$ cat config.mk
export PLATFORM = sky130hd
export DESIGN_NAME = bcd_serial_add_ctrl
export DESIGN_NICKNAME = d
export VERILOG_FILES = /design/src/rtl/bcd_pkg.sv /design/src/rtl/bcd_digit_add.sv /design/src/rtl/bcd_serial_add_ctrl.sv
export SDC_FILE = /design/constraint.sdc
export NUM_CORES = 1
export LEC_CHECK = 0
export CORE_UTILIZATION = 46
export DETAILED_ROUTE_END_ITERATION = 7
export PLACE_DENSITY = 0.78
export SLEW_MARGIN = 25
export SYNTH_ARGS = -nofsm -noshare
export SYNTH_HDL_FRONTEND = slang
export SYNTH_SLANG_ARGS = --single-unit
export TNS_END_PERCENT = 100
$ cat constraint.sdc
create_clock -name clk -period 3.8 [get_ports clk]
set_clock_uncertainty 0.1 [all_clocks]
set_input_delay 0.38 -clock clk [delete_from_list [all_inputs] [get_ports clk]]
set_output_delay 0.38 -clock clk [all_outputs]
set_load 0.02 [all_outputs]
$ cat src/rtl/bcd_pkg.sv
// Shared types and constants for the serial BCD adder.
package bcd_pkg;

  localparam int unsigned BCD_W   = 4;
  localparam int unsigned BCD_MAX = 9;
  localparam int unsigned BCD_ADJ = 6;

  typedef enum logic [1:0] {
    IDLE = 2'd0,
    RUN  = 2'd1,
    DONE = 2'd2
  } state_t;

endpackage

$ cat src/rtl/bcd_digit_add.sv
// Single-digit decimal adder: binary add, then +6 correction when the sum exceeds 9.
module bcd_digit_add
  import bcd_pkg::*;
(
  input  logic [BCD_W-1:0] a,
  input  logic [BCD_W-1:0] b,
  input  logic             ci,
  output logic [BCD_W-1:0] s,
  output logic             co
);

  logic [BCD_W:0] s_bin;

  // Binary sum and decimal correction
  always_comb begin
    s_bin = (BCD_W+1)'(a) + (BCD_W+1)'(b) + (BCD_W+1)'(ci);
    s     = s_bin[BCD_W-1:0];
    co    = 1'b0;
    if (s_bin > (BCD_W+1)'(BCD_MAX)) begin
      s  = BCD_W'(s_bin + (BCD_W+1)'(BCD_ADJ));
      co = 1'b1;
    end
  end

endmodule

$ cat src/rtl/bcd_serial_add_ctrl.sv
// Digit-serial BCD adder controller: one decimal digit per clock through a
// single shared digit adder. Optional operand validation: BCD_ERR_CHECK_EN.
module bcd_serial_add_ctrl
  import bcd_pkg::*;
#(
  parameter int unsigned DIGITS = 4
) (
  input  logic                  clk,
  input  logic                  rst,
  input  logic                  start,
  input  logic [BCD_W*DIGITS-1:0] a,
  input  logic [BCD_W*DIGITS-1:0] b,
  input  logic                  cin,
  output logic                  busy,
  output logic                  done,
  output logic [BCD_W*DIGITS-1:0] sum,
  output logic                  cout,
  output logic                  err
);

  localparam int unsigned W     = BCD_W * DIGITS;
  localparam int unsigned IDX_W = (DIGITS > 1) ? $clog2(DIGITS) : 1;

  state_t           state, state_nx;
  logic [W-1:0]     a_q, b_q, sum_q;
  logic             carry_q, cout_q, busy_q, done_q;
  logic [IDX_W-1:0] idx_q;
  logic [BCD_W-1:0] dig_a, dig_b, dig_s;
  logic             dig_co;
  logic             last_c;

`ifdef BCD_ERR_CHECK_EN
  logic err_q;
  logic bad_c;

  // Flag any operand digit above 9 at the moment start is sampled
  always_comb begin
    bad_c = 1'b0;
    for (int i = 0; i < int'(DIGITS); i++) begin
      if (a[i*BCD_W +: BCD_W] > BCD_W'(BCD_MAX)) bad_c = 1'b1;
      if (b[i*BCD_W +: BCD_W] > BCD_W'(BCD_MAX)) bad_c = 1'b1;
    end
  end

  assign err = err_q;
`else
  assign err = 1'b0;
`endif

  assign dig_a  = a_q[idx_q*BCD_W +: BCD_W];
  assign dig_b  = b_q[idx_q*BCD_W +: BCD_W];
  assign last_c = (idx_q == IDX_W'(DIGITS - 1));

  bcd_digit_add u_digit (
    .a  (dig_a),
    .b  (dig_b),
    .ci (carry_q),
    .s  (dig_s),
    .co (dig_co)
  );

  // State register
  always_ff @(posedge clk) begin
    if (rst) state <= IDLE;
    else     state <= state_nx;
  end

  // Next-state logic
  always_comb begin
    state_nx = state;
    case (state)
      IDLE: begin
        if (start) begin
`ifdef BCD_ERR_CHECK_EN
          state_nx = bad_c ? DONE : RUN;
`else
          state_nx = RUN;
`endif
        end
      end
      RUN:     if (last_c) state_nx = DONE;
      DONE:    state_nx = IDLE;
      default: state_nx = IDLE;
    endcase
  end

  // Operand capture, digit-serial datapath and registered status outputs
  always_ff @(posedge clk) begin
    if (rst) begin
      a_q     <= '0;
      b_q     <= '0;
      sum_q   <= '0;
      carry_q <= 1'b0;
      cout_q  <= 1'b0;
      idx_q   <= '0;
      busy_q  <= 1'b0;
      done_q  <= 1'b0;
`ifdef BCD_ERR_CHECK_EN
      err_q   <= 1'b0;
`endif
    end else begin
      busy_q <= (state_nx == RUN);
      done_q <= (state_nx == DONE);
      case (state)
        IDLE: begin
          if (start) begin
            a_q     <= a;
            b_q     <= b;
            carry_q <= cin;
            sum_q   <= '0;
            cout_q  <= 1'b0;
            idx_q   <= '0;
`ifdef BCD_ERR_CHECK_EN
            err_q   <= bad_c;
`endif
          end
        end
        RUN: begin
          sum_q[idx_q*BCD_W +: BCD_W] <= dig_s;
          carry_q <= dig_co;
          idx_q   <= idx_q + 1'b1;
          if (last_c) cout_q <= dig_co;
        end
        default: ;
      endcase
    end
  end

  assign busy = busy_q;
  assign done = done_q;
  assign sum  = sum_q;
  assign cout = cout_q;

endmodule

---- Word level (Yosys, flattened, before mapping) ----
Index checks and enable logic that the tools add are counted.
word-level totals
  input port bits ......................... 36
  register bits after elaboration ......... 56
  word-level logic and storage cells ...... 45
  output and inout bits ................... 20
cells by class
  shift operators ......................... 4
  order comparisons ....................... 1
  $add $sub $neg .......................... 5
  reduce and logical (&&, ||, !) cells .... 5
  mux-type cells .......................... 15
  equal/unequal tests ..................... 6
operator list
  operator                                                                  count
  4-bit negator with 34-bit output                                          1
  4-bit by 34-bit variable shift with 16-bit output (first input constant)  1
  4-bit by 34-bit indexed part select with 16-bit output                    1
  16-bit one-hot mux with 2 select lines                                    1
  16-bit by 5-bit indexed part select with 4-bit output                     2
  16-bit bitwise mux                                                        1
  16-bit 2-to-1 mux                                                         1
  2-bit one-hot mux with 2 select lines                                     2
  2-bit 2-to-1 mux                                                          3
  4-bit by 4-bit adder with 5-bit output                                    1
  5-bit by 1-bit adder with 5-bit output                                    1
  5-bit by 4-bit > comparator with 1-bit output (second input constant)     1
  4-bit by 3-bit adder with 4-bit output (second input constant)            1
  2-bit by 1-bit equality test with 1-bit output (second input constant)    2
  2-bit equality test (second input constant)                               2
  1-bit 2-to-1 mux                                                          4
  4-bit 2-to-1 mux                                                          1
  2-bit inequality test (second input constant)                             2
  1-bit one-hot mux with 2 select lines                                     2
  2-bit AND reduction                                                       2
  3-bit AND reduction                                                       1
  2-bit by 1-bit adder with 2-bit output (second input constant)            1
  2-bit zero test                                                           1
  2-bit nonzero test                                                        1

---- Logic depth before layout (Yosys ltp) ----
  depth in word-level cells ............... 8
  gate-level depth with buffers ........... 12
  depth with buffers taken out ............ 10

---- Modules after synthesis ----
From an unflattened synthesis, not the netlist that was laid out.
unflattened totals
  cell total of the unflattened synthesis .. 259
  area, all modules ....................... 2595.0 sq um
by module, submodules not included
  module               cells an instance  area each (sq um)  times used  sequential area each (sq um)
  bcd_serial_add_ctrl  237                2383.5             1           1121.1
  bcd_digit_add        22                 211.5              1           0.0

---- Worst setup path before layout ----
OpenSTA, ideal clock, no wires.
  path kind ............................... register to register
  from .................................... reg idx_q[0]
  to ...................................... reg sum_q[6] (netlist: sum[6])
  setup time .............................. 85 ps
  setup slack ............................. -271 ps
  stages on the path, launching flop included .. 13
  buffers on the path ..................... 2
  period minus slack after synthesis ...... 4071 ps
  arrival ................................. 3886 ps
  path through ............................ dfxtp_1 > buf_1 > mux4_2 > fa_1 > fa_1 > buf_2 > inv_1 > ha_1 > nor2b_1 > a31o_4 > o31ai_4 > mux2_4 > o31ai_2
on the way
  word-level cells in the longest chain between the ends .. 8
  elaborated cells between the ends (all ways) .. 12
RTL lines
  what                                                                                                            line                                                  RTL
  from (decl)                                                                                                     bcd_serial_add_ctrl.sv:27                             logic [IDX_W-1:0] idx_q;
  from (signal assigned)                                                                                          bcd_serial_add_ctrl.sv:121                            idx_q <= idx_q + 1'b1;
  16-bit by 5-bit indexed part select with 4-bit output (on tied branches)                                        bcd_serial_add_ctrl.sv:50, bcd_serial_add_ctrl.sv:51
  4-bit by 4-bit adder with 5-bit output                                                                          bcd_digit_add.sv:16                                   s_bin = (BCD_W+1)'(a) + (BCD_W+1)'(b) + (BCD_W+1)'(ci);
  5-bit by 1-bit adder with 5-bit output                                                                          bcd_digit_add.sv:16
  4-bit by 3-bit adder with 4-bit output / 5-bit by 4-bit > comparator with 1-bit output (equally long branches)  bcd_digit_add.sv:20, bcd_digit_add.sv:19
  4-bit 2-to-1 mux                                                                                                bcd_digit_add.sv:19                                   if (s_bin > (BCD_W+1)'(BCD_MAX)) begin
  4-bit by 34-bit indexed part select with 16-bit output                                                          bcd_serial_add_ctrl.sv:119                            sum_q[idx_q*BCD_W +: BCD_W] <= dig_s;
  16-bit bitwise mux *                                                                                            bcd_serial_add_ctrl.sv:119
  16-bit one-hot mux with 2 select lines *                                                                        bcd_serial_add_ctrl.sv:104                            case (state)
  to (signal, indexed assignment)                                                                                 bcd_serial_add_ctrl.sv:119
  to (decl)                                                                                                       bcd_serial_add_ctrl.sv:25                             logic [W-1:0] a_q, b_q, sum_q;
Mark *: on every way between the ends. The rest lies on a longest branch, timed or not.
A chain may end at the register's enable or synchronous reset.

---- Worst setup path in the final report ----
  from .................................... reg idx_q[0]
  to ...................................... reg sum_q[14] (netlist: sum[14])
The elaborated chain is that of the path after synthesis.

==> flow_summary.json <==
{
  "cts_made_buffers": 5,
  "crit_slowest_cell": "sky130_fd_sc_hd__mux4_2",
  "detail_route.drc_violations": 0,
  "fmaxAchievable_mhz": 273,
  "timing.critical_path.to_type": "flip-flop",
  "cts_num_sinks": 56,
  "critical_path.top_delay_family": "adder cells",
  "yosysMostFrequentCell": "sky130_fd_sc_hd__nand2_1",
  "vias_per_cell": 5.39,
  "cts-htree-levels": 2,
  "rsz0062_at_grt": "false",
  "drive_above_1_share": 0.108,
  "vdd_drop_max_mv": 0.236,
  "drtIter0Drc": 162,
  "postRouteAntennaNets": 0,
  "synth_fp_nets": 353,
  "worstPathRequired_ns": 3.94,
  "antenna_violations_before_repair": 0,
  "synth_enable_flop_cells": 0,
  "power.combinational.fraction": 0.232,
  "delay_contributed_by_the_slowest_stage_of_the_critical_path_ns": 0.51,
  "cts_hold_repair.buffers": 0,
  "synthesis.area_um2": 2690,
  "die-area_um2": 6160,
  "synth_top_cells_by_count": "80 x sky130_fd_sc_hd__nand2_1, 56 x sky130_fd_sc_hd__dfxtp_1, 43 x sky130_fd_sc_hd__a21oi_1, 11 x sky130_fd_sc_hd__clkbuf_1, 11 x sky130_fd_sc_hd__nor2_1",
  "post-route-worst-setup-slack_ns": 0.142,
  "swShare": 0.303,
  "clockPowerShare": 0.267,
  "outcome": "completed",
  "seqPwrFrac": 0.501,
  "relSlewSlack": 0.540,
  "rows": 27,
  "distinct_cells_synth": 48,
  "layout_min_cycle_time_ns": 3.66,
  "layout-area-overhead-vs-synth_pct": 25.1,
  "path_cells": "mux4_2 > fa_1 > fa_1 > xnor2_1 > ha_1 > nor2b_1 > a31o_4 > o31ai_4 > mux2_4 > o31ai_2",
  "max_slew.worst_pin.slew_ns": 0.684,
  "async_flop_share": 0,
  "worst_ep_arrival_time_ns": 3.80,
  "setup_violations": 0,
  "timing.hold.worst.class": "flip-flop to flip-flop",
  "insertion_delay_ns": 0.32,
  "grt-ovfl-total": 0,
  "final.period_utilization": 0.963,
  "chipWidth_um": 78.5,
  "start_kind": "flip-flop",
  "path_clk_slew_ns": 0.11,
  "cts.path.max_buffers": 2,
  "postSynthRegisterBits": 56,
  "netlist_top_cells_area": "sky130_fd_sc_hd__dfxtp_1 42%, sky130_fd_sc_hd__nand2_1 11%, sky130_fd_sc_hd__a21oi_1 8.0%",
  "ys.warnings.count": 0,
  "via_count_of_the_first_global_routing_pass": 2123,
  "io_buffer_count": 54,
  "critical_path_peak_fanout": 7,
  "syn-mean-instance-area_um2": 8.77,
  "path_class": "flip-flop to flip-flop",
  "antennaDiodeCount": 0,
  "dp_hpwl_mm": 4.24,
  "clockRootBuffer": "sky130_fd_sc_hd__clkbuf_8",
  "place_congestion": 0.838,
  "cellPowerDensity_nw_per_um2": 374,
  "global_route.usage.total": 0.200,
  "grt_max_degree": 60,
  "die_h_um": 78.5,
  "cts.repair_timing.setup_buffer_count": 0,
  "final_nets": 398,
  "finalHoldViolCount": 0,
  "switching_power_of_the_nets_mw": 0.381,
  "cellInternalPower_mw": 0.878,
  "post_synthesis_cell_count": 307,
  "floorplan.initialDensity": 0.483,
  "top_reg_cell_synth": "sky130_fd_sc_hd__dfxtp_1",
  "drt_pass1_iterations": 4,
  "synth_largest_area_cell": "sky130_fd_sc_hd__dfxtp_1",
  "seq_area_frac_synth": 0.417,
  "slew_viol_final": 0,
  "global_route_wire_length_before_repair_mm": 9.65,
  "io-pin-count": 56,
  "cts_tree": "built",
  "path_buf_inv": 0,
  "cap_viol_max_count": 0,
  "netlist.area_leader.share": 0.417,
  "route.detailed.wl_per_inst_um": 13.5,
  "final.setup.tns_ns": 0,
  "coreArea_um2": 5570,
  "cpMostUsedCell": "sky130_fd_sc_hd__fa_1",
  "route.vias.total": 2289,
  "place_worst_setup_slack_ns": 0.0900,
  "leakage_nw": 1.22,
  "routed_wirelength_mm": 5.75
}
[power groups by stage]
stage               Sequential [mW]  Combinational (mW)  Clock [mW]
finish                        0.631               0.293       0.336
global route                  0.635               0.319       0.364
CTS                           0.631               0.292       0.340
detailed placement            0.645               0.291           0
global placement              0.643               0.285           0
floorplan                     0.643               0.207           0
[registers in the layout, indices dropped and copies added, names as in the netlist]
signal / flops
a_q: 16
b_q: 16
busy: 1
carry_q: 1
cout: 1
done: 1
idx_q: 2
state: 2
sum: 16
[metrics by stage]
step / hold WS [ns] / util / total power [mW] / cells / area [um2]
finish: 0.357 / 0.604 / 1.26 / 425 / 3370
detailed placement: 0.344 / 0.586 / 0.935 / 417 / 3270
CTS: 0.358 / 0.603 / 1.26 / 425 / 3360
floorplan: 0.333 / - / 0.850 / 307 / 2700
global route: 0.384 / 0.604 / 1.32 / 425 / 3370
global placement: 0.338 / 0.586 / 0.928 / 417 / 3270
[cell usage in the layout (no fill, tap or decap), types with 3 or more instances in the layout]
master                            count
sky130_fd_sc_hd__nor3_1               5
sky130_fd_sc_hd__ha_1                 8
sky130_fd_sc_hd__buf_4                8
sky130_fd_sc_hd__nor2b_1              5
sky130_fd_sc_hd__nand2_1             80
sky130_fd_sc_hd__a211oi_1             3
sky130_fd_sc_hd__clkdlybuf4s50_1     53
sky130_fd_sc_hd__nand2b_1             6
sky130_fd_sc_hd__nand3_1              4
sky130_fd_sc_hd__and3_1               4
sky130_fd_sc_hd__o31ai_2              4
sky130_fd_sc_hd__dfxtp_1             55
sky130_fd_sc_hd__a21oi_1             43
sky130_fd_sc_hd__nor2_1              10
sky130_fd_sc_hd__o31ai_1              4
sky130_fd_sc_hd__clkbuf_8             5
sky130_fd_sc_hd__mux4_2               8
sky130_fd_sc_hd__inv_1                5
[final cells by class]
type | count | area [um2]
Tap cell | 72 | 90.1
Multi-Input combinational cell | 223 | 1450
Inverter | 5 | 18.8
Fill cell | 508 | 2210
Timing Repair Buffer | 61 | 591
Clock buffer | 5 | 68.8
Clock inverter | 3 | 22.5
Sequential cell | 56 | 1120
[worst reg2reg max path, stage by stage, from the launching register on]
cell and delay (ns):
sky130_fd_sc_hd__dfxtp_4 0.38, sky130_fd_sc_hd__mux4_2 0.51, sky130_fd_sc_hd__fa_1 0.45, sky130_fd_sc_hd__fa_1 0.41
sky130_fd_sc_hd__xnor2_1 0.19, sky130_fd_sc_hd__ha_1 0.26, sky130_fd_sc_hd__nor2b_1 0.15, sky130_fd_sc_hd__a31o_4 0.25
sky130_fd_sc_hd__o31ai_4 0.31, sky130_fd_sc_hd__mux2_4 0.37, sky130_fd_sc_hd__o31ai_2 0.20
[routing by layer]
layer / track usage / part of all wire / vias to the layer above
met5: 0 / 0 / -
met4: 0.102 / 0.024 / 0
met3: 0.0384 / 0.046 / 12
met2: 0.338 / 0.49 / 67
met1: 0.242 / 0.44 / 1044
li1: - / - / 1166
[worst paths after layout]
path              slack [ns]  depth (start not counted)      end     start
setup / recovery        0.14                         10  sum[14]  idx_q[0]
hold / removal          0.36                          2   b_q[3]    b_q[3]
setup reg to reg        0.14                         10  sum[14]  idx_q[0]
hold reg to reg         0.36                          2   b_q[3]    b_q[3]
[logic make-up (layout without fill, tap and decap cells)]
| family | Yosys count | after routing | share of synthesized area |
|---|---|---|---|
| buffers and inverters | 28 | 74 | 0.0456 |
| flip-flops | 56 | 56 | 0.417 |
| XOR/XNOR | 1 | 1 | 0.00325 |
| AO/OA/AOI/OAI | 77 | 77 | 0.201 |
| adder cells (fa/ha/maj) | 10 | 10 | 0.0521 |
| AND/OR/NAND/NOR | 124 | 124 | 0.204 |
| multiplexers | 10 | 10 | 0.0762 |
| other | 1 | 1 | 0.00139 |
[timing repair]
action | CTS | global route
endpoints found under the setup margin | 0 | 4
hold endpoints to repair | 0 | 0
gates resized for setup | 0 | 2
Note: power is estimated with default switching activity, not from simulation.
